==> src/rtl/mult_div_unit.sv <==
// ============================================================================
// mult_div_unit
// ----------------------------------------------------------------------------
// Multi-cycle multiply/divide unit for the MIPS datapath. It implements
// MULT, MULTU, DIV and DIVU into the HI/LO result registers and accepts
// MTHI/MTLO writes while idle. The EX stage drives it through a
// start/busy/done handshake and stalls MFHI/MFLO while busy is high.
//
// Multiplication is shift-add, one multiplier bit per cycle. Division is
// restoring, one quotient bit per cycle. Signed operations work on operand
// magnitudes and apply sign correction in the final state.
//
// Parameters:
//   WIDTH        operand width and width of each of HI and LO (>= 4)
//   CNT_W        iteration counter width, derived from WIDTH
//
// Ports:
//   clk          system clock, rising edge
//   rst_n        asynchronous active-low reset
//   start        begin an operation (sampled only while idle)
//   op           0=MULT, 1=MULTU, 2=DIV, 3=DIVU
//   operand_a    multiplicand / dividend (rs), also the MTHI/MTLO data
//   operand_b    multiplier / divisor (rt)
//   mthi, mtlo   write operand_a into HI / LO (idle and start low only)
//   busy         operation in progress
//   done         one-cycle pulse when an operation updates HI/LO
//   div_by_zero  valid with done; set for DIV/DIVU with operand_b == 0
//   hi, lo       result registers
//
// Build option:
//   MDU_FAST_MULT_EN  when defined, MULT/MULTU use a native single-cycle
//                     product and skip the iterative RUN state. Division
//                     is iterative either way.
// ============================================================================
module mult_div_unit #(
    parameter int WIDTH = 32
) (
    input  logic             clk,
    input  logic             rst_n,
    input  logic             start,
    input  logic [1:0]       op,
    input  logic [WIDTH-1:0] operand_a,
    input  logic [WIDTH-1:0] operand_b,
    input  logic             mthi,
    input  logic             mtlo,
    output logic             busy,
    output logic             done,
    output logic             div_by_zero,
    output logic [WIDTH-1:0] hi,
    output logic [WIDTH-1:0] lo
);

    localparam int CNT_W = $clog2(WIDTH + 1);
    localparam logic [CNT_W-1:0] CNT_INIT = CNT_W'(WIDTH);
    localparam logic [CNT_W-1:0] CNT_LAST = CNT_W'(1);

    typedef enum logic [1:0] {
        S_IDLE = 2'd0,
        S_RUN  = 2'd1,
        S_FIN  = 2'd2
    } state_t;

    state_t r_state;
    state_t w_nextState;

    // Result registers and status
    logic [WIDTH-1:0]   r_hi;
    logic [WIDTH-1:0]   r_lo;
    logic               r_done;
    logic               r_dbz;

    // Working state latched at start
    logic [CNT_W-1:0]   r_cnt;
    logic               r_isDiv;
    logic               r_negQ;
    logic               r_negR;
    logic               r_divZero;
    logic [WIDTH-1:0]   r_opM;
    logic [WIDTH-1:0]   r_pHi;
    logic [WIDTH-1:0]   r_pLo;

    // Operand conditioning
    logic               w_isSigned;
    logic               w_aNeg;
    logic               w_bNeg;
    logic [WIDTH-1:0]   w_absA;
    logic [WIDTH-1:0]   w_absB;
    logic               w_fastStart;

    // Iteration datapath
    logic [WIDTH:0]     w_mulSum;
    logic [2*WIDTH-1:0] w_mulNext;
    logic [WIDTH:0]     w_divShift;
    logic               w_divGe;
    logic [WIDTH-1:0]   w_divDiff;
    logic [WIDTH-1:0]   w_divHi;
    logic [WIDTH-1:0]   w_divLo;

    // Final sign correction
    logic [2*WIDTH-1:0] w_prod;
    logic [2*WIDTH-1:0] w_prodFix;
    logic [WIDTH-1:0]   w_quot;
    logic [WIDTH-1:0]   w_rem;

    // Signed ops (op[0] == 0) run on magnitudes. The magnitude of the most
    // negative value wraps to itself, which read as unsigned is the right
    // magnitude, so no special case is needed for it.
    assign w_isSigned = ~op[0];
    assign w_aNeg     = w_isSigned & operand_a[WIDTH-1];
    assign w_bNeg     = w_isSigned & operand_b[WIDTH-1];
    assign w_absA     = w_aNeg ? ('0 - operand_a) : operand_a;
    assign w_absB     = w_bNeg ? ('0 - operand_b) : operand_b;

`ifdef MDU_FAST_MULT_EN
    logic [2*WIDTH-1:0] w_fastProd;

    // Native product of the magnitudes, loaded straight into the product
    // registers so the FIN state corrects its sign like the iterative path.
    assign w_fastProd  = {{WIDTH{1'b0}}, w_absA} * {{WIDTH{1'b0}}, w_absB};
    assign w_fastStart = ~op[1];
`else
    assign w_fastStart = 1'b0;
`endif

    // Shift-add step: the multiplier sits in r_pLo and is consumed from
    // bit 0 while the partial product grows in from the top.
    assign w_mulSum  = {1'b0, r_pHi} + (r_pLo[0] ? {1'b0, r_opM} : {(WIDTH+1){1'b0}});
    assign w_mulNext = {w_mulSum, r_pLo[WIDTH-1:1]};

    // Restoring step: r_pHi is the partial remainder, r_pLo shifts the
    // dividend out of the top and the quotient bits in at the bottom. The
    // remainder stays below the divisor, so the difference fits WIDTH bits.
    assign w_divShift = {r_pHi, r_pLo[WIDTH-1]};
    assign w_divGe    = (w_divShift >= {1'b0, r_opM});
    assign w_divDiff  = w_divShift[WIDTH-1:0] - r_opM;
    assign w_divHi    = w_divGe ? w_divDiff : w_divShift[WIDTH-1:0];
    assign w_divLo    = {r_pLo[WIDTH-2:0], w_divGe};

    // A divide by zero naturally ends with the dividend magnitude in the
    // remainder, so after the remainder sign fix HI already equals operand_a.
    assign w_prod    = {r_pHi, r_pLo};
    assign w_prodFix = r_negQ ? ('0 - w_prod) : w_prod;
    assign w_quot    = r_negQ ? ('0 - r_pLo) : r_pLo;
    assign w_rem     = r_negR ? ('0 - r_pHi) : r_pHi;

    // State register
    always_ff @(posedge clk or negedge rst_n) begin
        if (!rst_n) begin
            r_state <= S_IDLE;
        end else begin
            r_state <= w_nextState;
        end
    end

    // Next-state logic: RUN lasts exactly WIDTH cycles; the fast multiply
    // option jumps from IDLE straight to FIN.
    always_comb begin
        w_nextState = r_state;
        case (r_state)
            S_IDLE: begin
                if (start) begin
                    w_nextState = w_fastStart ? S_FIN : S_RUN;
                end
            end
            S_RUN: begin
                if (r_cnt == CNT_LAST) begin
                    w_nextState = S_FIN;
                end
            end
            S_FIN: begin
                w_nextState = S_IDLE;
            end
            default: begin
                w_nextState = S_IDLE;
            end
        endcase
    end

    // Datapath: latch operands at start, iterate in RUN, commit in FIN.
    // HI/LO are only touched by FIN or by MTHI/MTLO while idle, so their
    // old values stay readable for the whole operation.
    always_ff @(posedge clk or negedge rst_n) begin
        if (!rst_n) begin
            r_hi      <= '0;
            r_lo      <= '0;
            r_done    <= 1'b0;
            r_dbz     <= 1'b0;
            r_cnt     <= '0;
            r_isDiv   <= 1'b0;
            r_negQ    <= 1'b0;
            r_negR    <= 1'b0;
            r_divZero <= 1'b0;
            r_opM     <= '0;
            r_pHi     <= '0;
            r_pLo     <= '0;
        end else begin
            r_done <= 1'b0;
            case (r_state)
                S_IDLE: begin
                    if (start) begin
                        r_dbz     <= 1'b0;
                        r_cnt     <= CNT_INIT;
                        r_isDiv   <= op[1];
                        r_negQ    <= w_aNeg ^ w_bNeg;
                        r_negR    <= w_aNeg;
                        r_divZero <= op[1] & (operand_b == '0);
                        r_opM     <= op[1] ? w_absB : w_absA;
                        r_pHi     <= '0;
                        r_pLo     <= op[1] ? w_absA : w_absB;
`ifdef MDU_FAST_MULT_EN
                        if (!op[1]) begin
                            {r_pHi, r_pLo} <= w_fastProd;
                        end
`endif
                    end else begin
                        if (mthi) begin
                            r_hi <= operand_a;
                        end
                        if (mtlo) begin
                            r_lo <= operand_a;
                        end
                    end
                end
                S_RUN: begin
                    r_cnt <= r_cnt - CNT_W'(1);
                    if (r_isDiv) begin
                        r_pHi <= w_divHi;
                        r_pLo <= w_divLo;
                    end else begin
                        {r_pHi, r_pLo} <= w_mulNext;
                    end
                end
                S_FIN: begin
                    r_done <= 1'b1;
                    r_dbz  <= r_divZero;
                    if (r_isDiv) begin
                        r_hi <= w_rem;
                        r_lo <= r_divZero ? {WIDTH{1'b1}} : w_quot;
                    end else begin
                        {r_hi, r_lo} <= w_prodFix;
                    end
                end
                default: begin
                end
            endcase
        end
    end

    assign busy        = (r_state != S_IDLE);
    assign done        = r_done;
    assign div_by_zero = r_dbz;
    assign hi          = r_hi;
    assign lo          = r_lo;

endmodule

==> config.mk <==
export PLATFORM = sky130hd
export DESIGN_NAME = mult_div_unit
export DESIGN_NICKNAME = d
export VERILOG_FILES = /design/src/rtl/mult_div_unit.sv
export SDC_FILE = /design/constraint.sdc
export NUM_CORES = 1
export LEC_CHECK = 0
export ABC_CLOCK_PERIOD_IN_PS = 9000
export CAP_MARGIN = 20
export CELL_PAD_IN_SITES_DETAIL_PLACEMENT = 1
export CELL_PAD_IN_SITES_GLOBAL_PLACEMENT = 1
export CORE_ASPECT_RATIO = 1.75
export CORE_MARGIN = 2
export CORE_UTILIZATION = 48
export DETAILED_ROUTE_END_ITERATION = 6
export PLACE_DENSITY_LB_ADDON = 0.1
export SLEW_MARGIN = 20
export SYNTH_ARGS = -nofsm -noshare
export SYNTH_HDL_FRONTEND = slang
export SYNTH_SLANG_ARGS = --single-unit
==> constraint.sdc <==
create_clock -name clk -period 9 [get_ports clk]
set_input_delay 2.25 -clock clk [delete_from_list [all_inputs] [get_ports clk]]
set_output_delay 2.25 -clock clk [all_outputs]
set_load 0.03 [all_outputs]
==> results of run 1 <==
[per-layer routing]
layer / track usage [%] / up-vias / part of all wire, %
li1: - / 7022 / -
met1: 37.9 / 7823 / 35
met2: 69.9 / 539 / 52
met3: 5.39 / 265 / 3.9
met4: 31.4 / 0 / 9.5
met5: 0 / - / 0
[cells in the mapped netlist, types with 20 or more instances]
master	count	area, um^2
nor2_1	157	589
xnor2_1	81	709
o221ai_1	21	184
a21o_1	27	203
nand2_1	185	694
nand3_1	42	210
o21ai_0	181	906
a221o_1	29	290
clkbuf_1	96	360
xor2_1	83	727
o211ai_1	29	218
mux2i_1	73	731
ha_1	70	876
dfrtp_1	174	4350
nor3_1	41	205
inv_1	66	248
a21oi_1	184	921
a31oi_1	20	125
a22oi_1	21	158
a211oi_1	41	308
o31ai_1	24	180
nor2b_1	20	125
[path summary, 6_finish.rpt]
kind	to	cells after the start	slack [ns]
min in group asynchronous	r_pLo[4]	1	1.80
worst min-delay path	r_opM[8]	2	0.49
max in group asynchronous	r_pLo[15]	2	5.88
worst max-delay path	r_pLo[30]	11	3.96
worst max register to register	r_pHi[27]	11	4.32
worst min register to register	r_opM[8]	2	0.49
[flip-flops by register name (all words and copies together) (netlist names)]
| register | count |
|---|---|
| r_negR | 1 |
| r_cnt | 6 |
| r_opM | 32 |
| r_pHi | 32 |
| r_divZero | 1 |
| done | 1 |
| r_pLo | 32 |
| r_state | 2 |
| lo | 32 |
| div_by_zero | 1 |
| r_isDiv | 1 |
| r_negQ | 1 |
| hi | 32 |
[cells in the final DEF, fill, tap and decap left out, types with 10 or more instances in the layout]
cell type and count:
a221o_1 29, o21ai_0 181, nand2b_1 17, and3_1 14
xor2_1 83, o41ai_1 11, mux2i_1 73, and2_1 12
a21o_1 27, nand3_1 42, a211oi_1 41, nor2b_1 18
or3_1 17, clkbuf_16 17, buf_4 17, nor3_1 41
or4_1 12, nand4_1 10, a22oi_1 21, nor4_1 15
nand2_1 184, o221ai_1 21, xnor2_1 81, inv_1 65
a31oi_1 20, clkdlybuf4s50_1 135, dfrtp_1 173, o211ai_1 29
ha_1 70, a21oi_1 184, nor2_1 155, o31ai_1 24
[worst max-delay path, delay by kind of cell]
family | cells | cell delay [ns]
AOI/OAI and AO/OA | 3 | 0.55
xor gates and xnor gates | 1 | 0.26
adders and majority gates | 1 | 0.20
buffers and inverters | 2 | 0.81
and+or+nand+nor | 4 | 1.26
[stage by stage]
step,worst slack (ns),instance area [um^2],std cells
2_1_floorplan,4.63,15100,1901
3_3_place_gp,3.71,16600,2328
3_5_place_dp,3.53,16600,2329
4_1_cts,4.01,17200,2361
5_1_grt,3.71,17200,2361
6_report,3.96,17200,2361
[cell type report]
cell class / instances / share of cell area [%]
repair buffers: 155 / 8.81
well taps: 396 / 2.88
inverters: 67 / 1.46
multi-input cells: 1537 / 58.2
flip-flops and latches: 174 / 25.3
clock buffers: 23 / 2.66
clock inverters: 9 / 0.647
[logic make-up after synthesis]
logic type,count (synthesis),synth area share [%]
AOI/OAI and AO/OA,646,27.0
and+or+nand+nor,578,18.3
buffers and inverters,190,5.21
DFF,174,28.8
xor gates and xnor gates,164,9.50
muxes,77,5.13
adders and majority gates,72,6.06
[power by group through the flow]
stage,registers [mW],logic (mW),clock network [mW]
floorplan,1.76,3.38,0
global placement,1.76,4.91,0
detailed placement,1.78,5.07,0
CTS,1.77,5.10,0.768
global route,1.82,5.61,0.793
finish,1.79,5.14,0.766
==> run summary, run 1 <==
Worst Setup End Kind: flip-flop
fin crit period: 5.04 ns
H-tree depth: 4
hold_buf cts: 0
Worst Hold Launch: r_opM[8]
crit path launch type: input port
die area: 33000 um^2
TritonCTS clock tree: built
sequential share of the synthesized area: 28.8%
Power Total: 7.70 mW
initial antenna violation count: 0
Congestion Overflow GR: 0
vias in the first global route: 16500
Final ANT Viol Nets: 0
# fillers: 3814
sequential power share: 23.3%
Clk pwr share: 9.9%
Ant. Diodes: 0
Starting DRT DRC Count: 890
Synth Register Bits: 174
HP Class: flip-flop to flip-flop
most frequent CP cell: o21ai_0
syn avg cell area: 7.95 um^2
smallest hold slack: 0.495 ns
WP data arrival: 5.34 ns
initial core utilization: 48.4%
Die X: 138 um
CP max stage cell: clkdlybuf4s50_1
flip-flop and latch area: 4360 um^2
final net count: 2095
Port Buffer Count: 137
Psw: 4.08 mW
Num Clock Sinks: 174
core area: 31200 um^2
CP cell instances: clkdlybuf4s50_1 -> inv_1 -> ha_1 -> nor3b_1 -> and4_1 -> nand3_1 -> o21ai_0 -> xor2_1 -> nand2_1 -> o21ai_0 -> o221ai_1
Slew HR: 25.7%
Synth cell types: 83
Max clock buf depth: 2
Setup CP Type: input port to flip-flop
Die Y: 239 um
Ys Warns: 0
Final Slew Violations: 0
Placer Congestion: 0.973
worst-margin pin slew: 1.11 ns
Comb pwr share: 66.8%
largest net degree at the start of global routing: 112
post-synthesis async set-or-reset flop share: 100%
first-pass GRT wire length: 96800 um
CP max FO: 9
synthesized area: 15100 um^2
worst setup path startpoint: operand_a[0]
number of max-cap violations: 0
Hold Vio Cnt, Final: 0
post-CTS setup buffers: 0
internal power: 3.62 mW
clock slew at reported path FFs: 0.07 ns
Syn Nets: 2044
# rows: 86
Worst Path Required: 9.30 ns
setup TNS: 0 ns
footprint of the multi-input gates: 10000 um^2
Achievable Freq: 199 MHz
final setup fails: 0
RSZ-0062 raised after global routing: false
Num CTS Buffers: 17
fin util: 55.2%
post-CTS sizing: 0
area delta synth->final: 13.9%
final WL: 63600 um
drc violations: 0
clk root buf: clkbuf_16
status: completed
Pleak: 7.00 nW
vias per cell: 6.63
Routed WL per cell: 27.0 um
number of flops mapped to enable cells by yosys: 0
total iterations of the first detailed-routing run: 5
Worst-Skew Late Latency: 0.47 ns
Max rail drop VDD: 0.279 mV
power per standard cell area: 448 nW/um^2
total track usage: 38.1%
fin crit share: 56.0%
worst r2r src: r_pHi[6]
Synth Flop Type: dfrtp_1
Syn Inst Count: 1901
vias: 15600
layout cell share with drive strength beyond 1: 4.27%
Slowest Stage Delay on Critical Path: 0.66 ns
clk_skew: 0.0143 ns
hpwl dp: 49200 um
Net Sw Frac: 53.0%
I/O pins: 138
Note: power is estimated with default switching activity, not from simulation.
==> run 2, diff against run 1 <==
- ABC_CLOCK_PERIOD_IN_PS: 9000 -> 4900
- CORE_UTILIZATION: 48 -> 44
- clock period: 9 -> 4.9 ns (I/O delays scaled with it)
==> run summary, run 2 (synthesized netlist as in run 1, its figures left out) <==
initial antenna violation count: 0
Worst-Skew Late Latency: 0.47 ns
Slew HR: 37.4%
WP data arrival: 4.51 ns
worst setup path startpoint: r_pLo[0]
area delta synth->final: 16.1%
CP endpoint: r_pHi[29]
setup TNS: 0 ns
Ant. Diodes: 0
vias in the first global route: 16500
Worst Reg-to-Reg Cells: 13
CP max stage cell: dfrtp_1
cell area after placement: 16900 um^2
Num Clock Sinks: 174
Pleak: 7.15 nW
total track usage: 37.0%
post-CTS setup buffers: 0
TritonCTS clock tree: built
fin crit share: 84.1%
largest net degree at the start of global routing: 89
CP max FO: 24
status: complete, but fails checks
clk root buf: clkbuf_16
worst r2r src: r_pLo[0]
hold_buf cts: 0
final net count: 2119
drc violations: 2
hpwl dp: 51300 um
H-tree depth: 4
Die Y: 249 um
footprint of the multi-input gates: 10000 um^2
Achievable Freq: 243 MHz
final setup fails: 0
Slowest Stage Delay on Critical Path: 0.48 ns
Layout Cells excl Fill: 2444
total iterations of the first detailed-routing run: 7
Die X: 144 um
vias per cell: 6.39
initial core utilization: 44.8%
Final ANT Viol Nets: 0
HP Class: flip-flop to flip-flop
Worst Path Required: 5.29 ns
RSZ-0062 raised after global routing: false
power per standard cell area: 822 nW/um^2
number of max-cap violations: 0
Placer Congestion: 0.966
final instance area: 17500 um^2
core area: 33700 um^2
Hold Vio Cnt, Final: 0
post-CTS sizing: 0
most frequent CP cell: o211a_1
violated checks: DRC
Worst Setup End Kind: flip-flop
reg2reg end: r_pHi[29]
dpl cells: 2412
Num CTS Buffers: 17
worst-margin pin slew: 0.927 ns
Port Buffer Count: 137
fin crit period: 4.12 ns
Max rail drop VDD: 0.822 mV
layout cell share with drive strength beyond 1: 5.73%
first-pass GRT wire length: 99200 um
I/O pins: 138
Final Slew Violations: 0
# rows: 89
Max clock buf depth: 2
Congestion Overflow GR: 0
flip-flop and latch area: 4360 um^2
vias: 15600
most frequent cells in the layout: nand2_1, a21oi_1, o21ai_0
CP cell instances: inv_1 -> buf_4 -> nor2_1 -> ha_1 -> nand2_1 -> o211ai_1 -> a21oi_1 -> o211a_1 -> o211a_1 -> o31ai_1 -> a41oi_1 -> or3_1 -> a31oi_1
final WL: 65800 um
crit path launch type: flip-flop
Hold Path Stages: 1
flop2flop setup slack: 0.78 ns
Setup CP Type: flip-flop to flip-flop
# fillers: 4161
Starting DRT DRC Count: 827
clock slew at reported path FFs: 0.07 ns
Routed WL per cell: 26.9 um
clk_skew: 0.0115 ns
die area: 35900 um^2
-- run 2: changes by cell type in the layout (fill, tap and decap cells not counted), sizes merged --
cell	previous run	this run
inv	67	72
clkinv	5	3
bufinv	2	3
clkbuf	23	19
buf	20	44
-- run 2: final cells by class --
class	instances	area share, %
flip-flops and latches	174	24.8
clock inverters	13	1.01
inverters	67	1.43
clock buffers	19	2.58
well taps	455	3.24
multi-input cells	1537	57.2
repair buffers	179	9.75
-- run 2: worst min-delay path by stage --
stage                    from   endpoint  slack, ns
floorplan            r_cnt[5]   r_cnt[5]       0.45
global route         r_cnt[5]   r_cnt[5]       0.51
CTS                  r_cnt[5]   r_cnt[5]       0.50
detailed placement   r_opM[8]   r_opM[8]       0.48
finish               r_cnt[5]   r_cnt[5]       0.49
global placement    r_opM[14]  r_opM[14]       0.47
-- run 2: per-layer routing --
| metal | vias to the layer above | wire, um | part of all wire, % | GRT usage, % |
|---|---|---|---|---|
| li1 | 7064 | - | - | - |
| met1 | 7795 | 22700 | 34 | 36.8 |
| met2 | 519 | 33800 | 51 | 66.4 |
| met3 | 247 | 3000 | 4.6 | 6.25 |
| met4 | 0 | 6310 | 9.6 | 28.9 |
| met5 | - | 0 | 0 | 0 |
-- run 2: power breakdown --
part	leakage (nW)	internal, mW	switching [mW]	total [mW]
sequential	2.10	2.15	0.978	3.13
clock	0.305	0.843	0.674	1.52
combinational	4.75	3.84	5.93	9.78
-- run 2: metrics by stage --
step	util [%]	power, mW	worst slack [ns]	hold slack (ns)
6_report	52.0	14.4	0.779	0.494
5_1_grt	52.0	15.4	0.524	0.507
4_1_cts	52.0	14.3	0.832	0.496
3_5_place_dp	50.1	12.8	0.644	0.481
3_3_place_gp	50.1	12.5	0.765	0.466
2_1_floorplan	-	9.44	1.55	0.446
-- run 2: critical path: cells and delay by family (launching register included) --
family	cells	cell delay, ns
fa+ha+maj	1	0.36
buf+inv	2	0.70
flops	1	0.48
compound gates	7	1.92
simple gates	3	0.57
